--- config.mk ---
export PLATFORM = sky130hd
export DESIGN_NAME = i2c_bus_sched_flat
export DESIGN_NICKNAME = d
export VERILOG_FILES = /design/src/rtl/i2c_pkg.sv /design/src/rtl/i2c_bus_sched_if.sv /design/src/rtl/i2c_rr_arbiter.sv /design/src/rtl/i2c_bus_sched.sv /design/src/flat_wrapper.sv
export SDC_FILE = /design/constraint.sdc
export NUM_CORES = 1
export LEC_CHECK = 0
export BUFFER_PORTS_ARGS = -buffer_cell sky130_fd_sc_hd__buf_2
export CORE_MARGIN = 2
export CORE_UTILIZATION = 30
export CTS_CLUSTER_DIAMETER = 80
export DETAILED_ROUTE_END_ITERATION = 10
export SYNTH_ARGS = -nofsm -noshare
export SYNTH_HDL_FRONTEND = slang
export SYNTH_HIERARCHICAL = 1
export SYNTH_SLANG_ARGS = --single-unit
export TNS_END_PERCENT = 50
--- constraint.sdc ---
create_clock -name clk -period 4.4 [get_ports clk]
set_clock_uncertainty 0.15 [all_clocks]
set_input_delay 0.44 -clock clk [delete_from_list [all_inputs] [get_ports clk]]
set_output_delay 0.44 -clock clk [all_outputs]
set_load 0.01 [all_outputs]
--- src/rtl/i2c_pkg.sv ---
// Shared types and widths for the I2C bus scheduler.
package i2c_pkg;

  localparam int I2C_ADDR_W = 7;
  localparam int I2C_BYTE_W = 8;

  typedef enum logic [2:0] {
    ST_IDLE,
    ST_START,
    ST_ADDR,
    ST_AACK,
    ST_DATA,
    ST_DACK,
    ST_STOP
  } i2c_state_t;

endpackage

--- src/rtl/i2c_bus_sched_if.sv ---
// Requester and I2C line bundle between the scheduler and its environment.
interface i2c_bus_sched_if #(
  parameter int NREQ = 4
);

  logic [NREQ-1:0]                         req;
  logic [NREQ*i2c_pkg::I2C_ADDR_W-1:0]     addr;
  logic [NREQ-1:0]                         rw;
  logic [NREQ*i2c_pkg::I2C_BYTE_W-1:0]     wdata;
  logic [NREQ-1:0]                         grant;
  logic [NREQ-1:0]                         done;
  logic [i2c_pkg::I2C_BYTE_W-1:0]          rdata;
  logic                                    ack_err;
  logic                                    data_clk;
  logic                                    scl_ena;
  logic                                    sda_oe;
  logic                                    sda_in;

  modport master (
    input  req, addr, rw, wdata, data_clk, sda_in,
    output grant, done, rdata, ack_err, scl_ena, sda_oe
  );

  modport slave (
    output req, addr, rw, wdata, data_clk, sda_in,
    input  grant, done, rdata, ack_err, scl_ena, sda_oe
  );

endinterface

--- src/rtl/i2c_rr_arbiter.sv ---
// Rotate-priority pick: first set request strictly after the last winner.
module i2c_rr_arbiter #(
  parameter int NREQ  = 4,
  parameter int IDX_W = $clog2(NREQ)
) (
  input  logic [NREQ-1:0]  req_i,
  input  logic [IDX_W-1:0] last_i,
  output logic [NREQ-1:0]  gnt_o,
  output logic [IDX_W-1:0] idx_o
);

  int               cand;
  logic [IDX_W-1:0] cidx;
  logic             found;

  // Explicit wrap keeps the rotation correct for non-power-of-two NREQ.
  always_comb begin
    gnt_o = '0;
    idx_o = '0;
    cand  = 0;
    cidx  = '0;
    found = 1'b0;
    for (int k = 1; k <= NREQ; k++) begin
      cand = int'(last_i) + k;
      if (cand >= NREQ) cand = cand - NREQ;
      cidx = IDX_W'(cand);
      if (!found && req_i[cidx]) begin
        found       = 1'b1;
        gnt_o[cidx] = 1'b1;
        idx_o       = cidx;
      end
    end
  end

endmodule

--- src/rtl/i2c_bus_sched.sv ---
// Round-robin owner of the shared I2C clock generator; sequences one
// single-byte transaction per grant on data_clk rising-edge ticks.
module i2c_bus_sched
  import i2c_pkg::*;
#(
  parameter int NREQ  = 4,
  parameter int IDX_W = $clog2(NREQ)
) (
  input logic             clk,
  input logic             rst_n,
  i2c_bus_sched_if.master bus
);

  logic                  dclk_q;
  logic                  tick;
  i2c_state_t            state_q;
  logic [IDX_W-1:0]      last_q, gidx_q;
  logic [NREQ-1:0]       grant_q, done_q;
  logic [I2C_BYTE_W-1:0] sh_q, wdata_q, rdata_q;
  logic [2:0]            cnt_q;
  logic                  rw_q, err_q, ack_err_q, scl_ena_q, sda_oe_q;

  logic [NREQ-1:0]       arb_gnt;
  logic [IDX_W-1:0]      arb_idx;
  logic [I2C_ADDR_W-1:0] addr_sel;
  logic                  rw_sel;
  logic [I2C_BYTE_W-1:0] wdata_sel;

  assign tick = bus.data_clk & ~dclk_q;

  i2c_rr_arbiter #(.NREQ(NREQ), .IDX_W(IDX_W)) u_arb (
    .req_i  (bus.req),
    .last_i (last_q),
    .gnt_o  (arb_gnt),
    .idx_o  (arb_idx)
  );

  always_comb begin
    addr_sel  = '0;
    rw_sel    = 1'b0;
    wdata_sel = '0;
    for (int i = 0; i < NREQ; i++) begin
      if (arb_gnt[i]) begin
        addr_sel  = bus.addr[i*I2C_ADDR_W +: I2C_ADDR_W];
        rw_sel    = bus.rw[i];
        wdata_sel = bus.wdata[i*I2C_BYTE_W +: I2C_BYTE_W];
      end
    end
  end

  always_ff @(posedge clk or negedge rst_n) begin
    if (!rst_n) begin
      dclk_q    <= 1'b0;
      state_q   <= ST_IDLE;
      last_q    <= IDX_W'(NREQ - 1);
      gidx_q    <= '0;
      grant_q   <= '0;
      done_q    <= '0;
      sh_q      <= '0;
      wdata_q   <= '0;
      rdata_q   <= '0;
      cnt_q     <= '0;
      rw_q      <= 1'b0;
      err_q     <= 1'b0;
      ack_err_q <= 1'b0;
      scl_ena_q <= 1'b0;
      sda_oe_q  <= 1'b0;
    end else begin
      dclk_q <= bus.data_clk;
      done_q <= '0;
      case (state_q)
        ST_IDLE: begin
          // Arbitration runs every clock; only the START step waits for a tick.
          if (grant_q == '0) begin
            if (|bus.req) begin
              grant_q <= arb_gnt;
              gidx_q  <= arb_idx;
              sh_q    <= {addr_sel, rw_sel};
              wdata_q <= wdata_sel;
              rw_q    <= rw_sel;
              err_q   <= 1'b0;
            end
          end else if (tick) begin
            state_q   <= ST_START;
            sda_oe_q  <= 1'b1;
            scl_ena_q <= 1'b1;
          end
        end
        ST_START: if (tick) begin
          state_q  <= ST_ADDR;
          sda_oe_q <= ~sh_q[7];
          sh_q     <= {sh_q[6:0], 1'b0};
        end
        ST_ADDR: if (tick) begin
          cnt_q <= cnt_q + 3'd1;
          sh_q  <= {sh_q[6:0], 1'b0};
          if (cnt_q == 3'd7) begin
            state_q  <= ST_AACK;
            sda_oe_q <= 1'b0;
          end else begin
            sda_oe_q <= ~sh_q[7];
          end
        end
        ST_AACK: if (tick) begin
          if (bus.sda_in) begin
            err_q    <= 1'b1;
            state_q  <= ST_STOP;
            sda_oe_q <= 1'b1;
          end else begin
            state_q  <= ST_DATA;
            sda_oe_q <= rw_q ? 1'b0 : ~wdata_q[7];
            sh_q     <= {wdata_q[6:0], 1'b0};
          end
        end
        ST_DATA: if (tick) begin
          cnt_q <= cnt_q + 3'd1;
          sh_q  <= {sh_q[6:0], rw_q & bus.sda_in};
          if (cnt_q == 3'd7) begin
            state_q  <= ST_DACK;
            sda_oe_q <= 1'b0;
          end else if (!rw_q) begin
            sda_oe_q <= ~sh_q[7];
          end
        end
        ST_DACK: if (tick) begin
          if (!rw_q && bus.sda_in) err_q <= 1'b1;
          state_q  <= ST_STOP;
          sda_oe_q <= 1'b1;
        end
        ST_STOP: if (tick) begin
          state_q   <= ST_IDLE;
          sda_oe_q  <= 1'b0;
          scl_ena_q <= 1'b0;
          done_q    <= grant_q;
          grant_q   <= '0;
          last_q    <= gidx_q;
          rdata_q   <= sh_q;
          ack_err_q <= err_q;
        end
        default: state_q <= ST_IDLE;
      endcase
    end
  end

  assign bus.grant   = grant_q;
  assign bus.done    = done_q;
  assign bus.rdata   = rdata_q;
  assign bus.ack_err = ack_err_q;
  assign bus.scl_ena = scl_ena_q;
  assign bus.sda_oe  = sda_oe_q;

endmodule
--- src/flat_wrapper.sv ---
// flat-port wrapper written by rule: the top's interface ports become plain ports
module i2c_bus_sched_flat import i2c_pkg::*;
#(
  parameter int NREQ  = 4,
  parameter int IDX_W = $clog2(NREQ)
)
  (clk, rst_n, bus_req, bus_addr, bus_rw, bus_wdata, bus_data_clk, bus_sda_in, bus_grant, bus_done, bus_rdata, bus_ack_err, bus_scl_ena, bus_sda_oe);
  i2c_bus_sched_if #(.NREQ(NREQ)) bus_i ();
  input logic clk;
  input logic rst_n;
  input wire logic [$bits(bus_i.req)-1:0] bus_req;
  input wire logic [$bits(bus_i.addr)-1:0] bus_addr;
  input wire logic [$bits(bus_i.rw)-1:0] bus_rw;
  input wire logic [$bits(bus_i.wdata)-1:0] bus_wdata;
  input wire logic [$bits(bus_i.data_clk)-1:0] bus_data_clk;
  input wire logic [$bits(bus_i.sda_in)-1:0] bus_sda_in;
  output wire logic [$bits(bus_i.grant)-1:0] bus_grant;
  output wire logic [$bits(bus_i.done)-1:0] bus_done;
  output wire logic [$bits(bus_i.rdata)-1:0] bus_rdata;
  output wire logic [$bits(bus_i.ack_err)-1:0] bus_ack_err;
  output wire logic [$bits(bus_i.scl_ena)-1:0] bus_scl_ena;
  output wire logic [$bits(bus_i.sda_oe)-1:0] bus_sda_oe;
  assign bus_i.req = bus_req;
  assign bus_i.addr = bus_addr;
  assign bus_i.rw = bus_rw;
  assign bus_i.wdata = bus_wdata;
  assign bus_i.data_clk = bus_data_clk;
  assign bus_i.sda_in = bus_sda_in;
  assign bus_grant = bus_i.grant;
  assign bus_done = bus_i.done;
  assign bus_rdata = bus_i.rdata;
  assign bus_ack_err = bus_i.ack_err;
  assign bus_scl_ena = bus_i.scl_ena;
  assign bus_sda_oe = bus_i.sda_oe;
  i2c_bus_sched #(.NREQ(NREQ), .IDX_W(IDX_W)) u_core (.clk(clk), .rst_n(rst_n), .bus(bus_i));
endmodule
==> results of run 1 <==
layout by cell type, fill, tap and decap left out, types with 4 or more instances in the layout:
master / count
buf_2: 90
dfrtp_1: 46
nand2_1: 33
mux2_2: 24
nor2_1: 19
o21ai_0: 15
a221o_1: 14
nand2b_1: 12
inv_1: 12
a21oi_1: 12
o211ai_1: 11
a221oi_1: 10
mux2i_1: 10
nand3_1: 10
ha_1: 10
a31oi_1: 9
nor3b_1: 8
a211o_1: 8
buf_4: 8
nor2b_1: 6
clkbuf_16: 5
and2_1: 5
a22o_1: 4
nor3_1: 4
a221o_2: 4
worst max-delay path, stage by stage, from the launching register on:
cell and delay [ns]:
dfstp_2 0.75, inv_1 0.18, ha_1 0.51, mux4_2 0.43, nand2_1 0.10, o21ai_0 0.08
a221o_2 0.50, or2_2 0.45, a221oi_1 0.32, o31ai_1 0.12, mux2_2 0.26
worst min-delay path by stage:
stage	to	slack [ns]	depth (start not counted)
floorplan	u_core/bus.ack_err	-0.006	0
global placement	u_core/cnt_q[0]	0.32	1
detailed placement	u_core/cnt_q[0]	0.33	1
CTS	u_core/dclk_q	0.14	1
global route	u_core/dclk_q	0.14	1
finish	u_core/dclk_q	0.14	1
cells in the mapped netlist, drive strengths merged (11+ instances only):
library cell	instances
a221oi	11
a221o	18
nor2	19
clkbuf	13
dfrtp	46
buf	18
inv	12
nand2	33
o211ai	11
mux2	25
o21ai	16
nand2b	12
a21oi	12
report_power, final:
| part | total, uW | internal, uW | switching (uW) |
|---|---|---|---|
| Combinational | 1820 | 852 | 964 |
| Clock | 434 | 267 | 167 |
| Sequential | 836 | 633 | 202 |
layer usage:
| metal | up-vias | part of all wire |
|---|---|---|
| met5 | - | 0 |
| met4 | 0 | 0.0063 |
| met3 | 7 | 0.057 |
| met2 | 94 | 0.48 |
| met1 | 1529 | 0.46 |
| li1 | 1508 | - |
area by class of cell:
type	instances	area, sq um
Sequential cell	48	1200
Clock buffer	5	125
Clock inverter	3	42.5
Multi-Input combinational cell	270	2020
Fill cell	1181	7190
Tap cell	143	179
Inverter	13	48.8
Timing Repair Buffer	98	510
cells by family (layout without fill, tap and decap cells):
| group | after synthesis | after routing | share of synthesized area |
|---|---|---|---|
| and+or+nand+nor | 112 | 112 | 0.175 |
| AOI/OAI and AO/OA | 109 | 109 | 0.248 |
| muxes | 37 | 37 | 0.124 |
| adders and majority gates | 10 | 10 | 0.0364 |
| DFF | 48 | 48 | 0.350 |
| buffers and inverters | 44 | 119 | 0.0615 |
| xor gates and xnor gates | 2 | 2 | 0.00510 |
flip-flops by register name (all words and copies together) (netlist names):
register	cells
u_core/bus.rdata	8
u_core/sh_q	8
u_core/wdata_q	8
u_core/bus.done	4
u_core/bus.grant	4
u_core/cnt_q	3
u_core/state_q	3
u_core/gidx_q	2
u_core/last_q	2
u_core/bus.ack_err	1
u_core/bus.scl_ena	1
u_core/bus.sda_oe	1
u_core/dclk_q	1
u_core/err_q	1
u_core/rw_q	1
stage by stage:
| stage | utilization | std cells |
|---|---|---|
| finish | 0.365 | 580 |
| global route | 0.365 | 580 |
| CTS | 0.365 | 580 |
| detailed placement | 0.350 | 572 |
| global placement | 0.350 | 572 |
| floorplan | - | 362 |
==> flow_summary.toml, run 1 <==
[outcome]
status = "completed"

[route]
drt-pass1-iter-count = 4
wire_per_inst_um = 16.8
final_antenna_net_count = 0
drc = 0
vias_per_cell = 5.41
drtIter0Drc = 155
wirelength_um = 9720
vias = 3138

[critical_path]
r2r_cells = 10
endpoint = "u_core/sh_q[0]"
cp.required_ns = 4.43
r2r_slack_ns = 0.43
r2r-end = "u_core/sh_q[0]"
reg2reg_from = "u_core/last_q[0]"
crit_fanout = 26
arrival_ns = 4.00
cp-start-kind = "flop"
crit_start = "u_core/last_q[0]"
worst-setup-path-type = "flop to flop"
setup.worst_path.end_class = "flop"

[global_route]
grt_pass1_wl_um = 16200
met1_usage = 0.228
grt_pass1_vias = 3053
grt_use_total = 0.161
grt_max_degree = 49
busiest_layer = "met2"
met3_usage = 0.0334
grt-ovfl-total = 0
use_met2 = 0.259
antenna_found_initial = 0

[synthesis]
synth_top_cell_by_area = "dfrtp_1"
netlist.area_leader.share = 0.335
synthArstFlopShare = 1.00
ys_types = 61
ys_ff_latch = 48
synth-main-ff-cell = "dfrtp_1"
synth-seq-area-share = 0.350
syn_inst = 362
synth_area_leaders = "dfrtp_1, mux2_2, a221o_1"
syn_avg_cell_area_sq_um = 9.49
synth_edf_count = 0
ys_warn_count = 6
synth_nets = 444
syn-cell-area_sq_um = 3440

[job]
cap_viol_max_count = 0

[timing]
tightest_slew_ns = 1.10
max_freq_mhz = 252
finalSetupTns_ns = 0
setup_viol = 0
fin_crit_sh = 0.902
hold_violations = 0
setup_ws_ns = 0.431
finalCriticalPeriod_ns = 3.97
rsz0062_at_grt = "no"
worst_hold_slack_ns = 0.141
drv_slew = 0
slew_headroom = 0.266

[cells_and_area]
area_delta_synth_final_pct = 20.2
fin_nets = 518
n_antenna_cell = 0
layout-drive-gt1-share = 0.334
postLayoutCellArea_sq_um = 4130

[clock_tree]
clock_sinks = 48
cts_setup_buffers = 0
clock-root-buffer = "clkbuf_16"
cts_hold_buffers = 0
clk_latency_ns = 0.29
cts_resized = 0
cts_made_buffers = 5
clk_pin_slew_ns = 0.07
clockBufferDepth = 2
cts_tree = "built"
h-tree-depth = 2

[hold_path]
worstHoldStart = "bus_data_clk"
hp-class = "primary input to flop"

[floorplan]
dieArea_sq_um = 12300
die_w_um = 111
initial_core_util = 0.304
rows = 39
io_pins = 91
core_area_sq_um = 11300
fp.dieH_um = 111

[placed_design]
dp_worst_setup_slack_ns = 0.425
dp_hpwl_um = 7320
placed_cell_area_sq_um = 3960
globalplace.congestion = 0.818
port_buffers = 90

[pwr]
ir_worst_vdd_v = 0.000286
power.density_nw_per_um2 = 747
p_leak_uw = 0.00181
p_total_uw = 3090
Power figures use the tool's default switching activity.
==> run 2: changes to the inputs <==
--- a/config.mk
+++ b/config.mk
@@ -5,6 +5,7 @@
 export SDC_FILE = /design/constraint.sdc
 export NUM_CORES = 1
 export LEC_CHECK = 0
+export ABC_AREA = 1
 export BUFFER_PORTS_ARGS = -buffer_cell sky130_fd_sc_hd__buf_2
 export CORE_MARGIN = 2
 export CORE_UTILIZATION = 30
==> flow_summary.toml, run 2 <==
[floorplan]
core_area_sq_um = 12000
dieArea_sq_um = 13100
initial_core_util = 0.306
fp.dieH_um = 114
die_w_um = 114
rows = 40
io_pins = 91

[route]
vias = 3645
drtIter0Drc = 291
drc = 0
wirelength_um = 10600
drt-pass1-iter-count = 5
final_antenna_net_count = 0
vias_per_cell = 4.83
wire_per_inst_um = 14.0

[cells_and_area]
final_cell_mix = "nand2_1, buf_2, nand3_1"
fillers = 1287
layout-drive-gt1-share = 0.266
final_common_cell = "nand2_1"
area_delta_synth_final_pct = 18.2
n_antenna_cell = 0
fin_nets = 689
postLayoutCellArea_sq_um = 4330

[job]
cap_viol_max_count = 0

[global_route]
grt-ovfl-total = 0
grt_max_degree = 49
antenna_found_initial = 0
grt_pass1_vias = 3442
grt_use_total = 0.165
grt_pass1_wl_um = 17300

[critical_path]
r2r_cells = 17
crit_fanout = 17
cp.required_ns = 4.43
cp-start-kind = "flop"
r2r-end = "u_core/sh_q[0]"
worst-setup-path-type = "flop to flop"
arrival_ns = 3.45
reg2reg_from = "u_core/last_q[0]"
r2r_slack_ns = 0.98
setup.worst_path.end_class = "flop"

[synthesis]
synth_most_common_cell = "nand2_1"
syn_inst = 527
synth-main-ff-cell = "dfrtp_1"
syn_avg_cell_area_sq_um = 6.95
ys_warn_count = 6
syn-cell-area_sq_um = 3660
synth_edf_count = 0
netlist.area_leader.share = 0.314
synth_area_leaders = "dfrtp_1, nand2_1, nand3_1"
synth_top_cell_by_area = "dfrtp_1"
ys_types = 36
synthArstFlopShare = 1.00
ys_ff_latch = 48
synth-seq-area-share = 0.329
synth_nets = 609
synthTopCellsByCount = "nand2_1, nand3_1, dfrtp_1"

[timing]
tightest_slew_ns = 1.06
fin_crit_sh = 0.777
hold_violations = 0
setup_viol = 0
drv_slew = 0
max_freq_mhz = 293
slew_headroom = 0.293
finalSetupTns_ns = 0
finalCriticalPeriod_ns = 3.42
setup_ws_ns = 0.981
rsz0062_at_grt = "no"

[pwr]
p_leak_uw = 0.00231
p_int_uw = 1600
ir_worst_vdd_v = 0.000330
p_seq_frac = 0.241
comb_power_share = 0.644
switchingPower_uw = 1820
power.density_nw_per_um2 = 791
clkPwrFrac = 0.114
switching_share = 0.532

[clock_tree]
h-tree-depth = 2
clockBufferDepth = 2
clock-root-buffer = "clkbuf_16"
cts_tree = "built"
cts_resized = 0
clk_pin_slew_ns = 0.07
clock_sinks = 48
clk_latency_ns = 0.28
cts_setup_buffers = 0
cts_made_buffers = 5
cts_hold_buffers = 0

[hold_path]
hp-class = "primary input to flop"
holdPathEnd = "u_core/dclk_q"
worstHoldStart = "bus_data_clk"
whs_path_depth = 1

[placed_design]
dp_hpwl_um = 8280
placed_cell_area_sq_um = 4170
port_buffers = 90
dp_worst_setup_slack_ns = 1.03
globalplace.congestion = 0.910

[outcome]
status = "completed"
==> run 2: cell types whose count changed after synthesis, moves of 9 or more <==
cell      delta
clkbuf_1    -11
nand3_1     +51
nand2_2     +11
nand2b_1    -12
a31oi_1      -9
a221o_1     -14
a21oi_1     +23
a221oi_1    -10
nor2_1      +22
mux2_2      -24
mux2i_1     -10
nand2_1    +155
inv_1       +13
==> run 2: final cells by class <==
type | instances | area, sq um | share of cell area
Multi-Input combinational cell | 424 | 2160 | 0.500
Inverter | 35 | 149 | 0.0344
Clock inverter | 2 | 15.0 | 0.00347
Sequential cell | 48 | 1200 | 0.278
Clock buffer | 6 | 139 | 0.0321
Tap cell | 147 | 184 | 0.0425
Timing Repair Buffer | 93 | 473 | 0.109
==> run 2: worst max path at each step <==
stage,start,endpoint,slack (ns),cells after the start
floorplan,u_core/last_q[0],u_core/sh_q[7],1.53,18
global placement,u_core/last_q[0],u_core/sh_q[0],1.17,19
detailed placement,u_core/last_q[0],u_core/sh_q[0],1.03,17
CTS,u_core/last_q[0],u_core/sh_q[0],1.03,17
global route,u_core/last_q[0],u_core/sh_q[0],0.65,17
finish,u_core/last_q[0],u_core/sh_q[0],0.98,17
==> run 2: logic make-up after synthesis <==
kind of cell | share of synthesized area
DFF | 0.329
adders and majority gates | 0.0342
buffers and inverters | 0.0800
and+or+nand+nor | 0.433
xor gates and xnor gates | 0.00239
AOI/OAI and AO/OA | 0.121
==> run 2: through the flow <==
stage | hold WS, ns | power (uW) | cells | util
final | 0.137 | 3430 | 755 | 0.362
after detailed placement | 0.304 | 3010 | 747 | 0.349
after CTS | 0.131 | 3430 | 755 | 0.362
after global placement | 0.302 | 3000 | 747 | 0.349
after global routing | 0.128 | 3770 | 755 | 0.362
after floorplan | -0.00559 | 2530 | 527 | -
==> run 2: critical path, cell delays in order, from the launching register on <==
cell and delay [ns]:
dfstp_2 0.75, inv_8 0.10, ha_1 0.37, inv_1 0.17, nand3_1 0.10, nand2_1 0.10, nand2_1 0.08, inv_1 0.12
nand3_1 0.08, nand3_1 0.09, buf_4 0.22, clkinv_1 0.41, nand2_1 0.19, nand2_1 0.11, nand3_1 0.10, nand2_1 0.06
nand2_1 0.06, nand2_1 0.05
==> run 2: power groups by stage <==
stage / registers (uW) / clock network, uW / logic [uW]
floorplan: 758 / 0 / 1770
global placement: 827 / 0 / 2170
detailed placement: 833 / 0 / 2180
CTS: 826 / 405 / 2200
global route: 851 / 425 / 2490
finish: 826 / 392 / 2210
==> run 2: layer usage <==
layer	GRT usage	share of wire
met5	0	0
met4	0.0341	0.0077
met3	0.0217	0.054
met2	0.254	0.44
met1	0.246	0.50
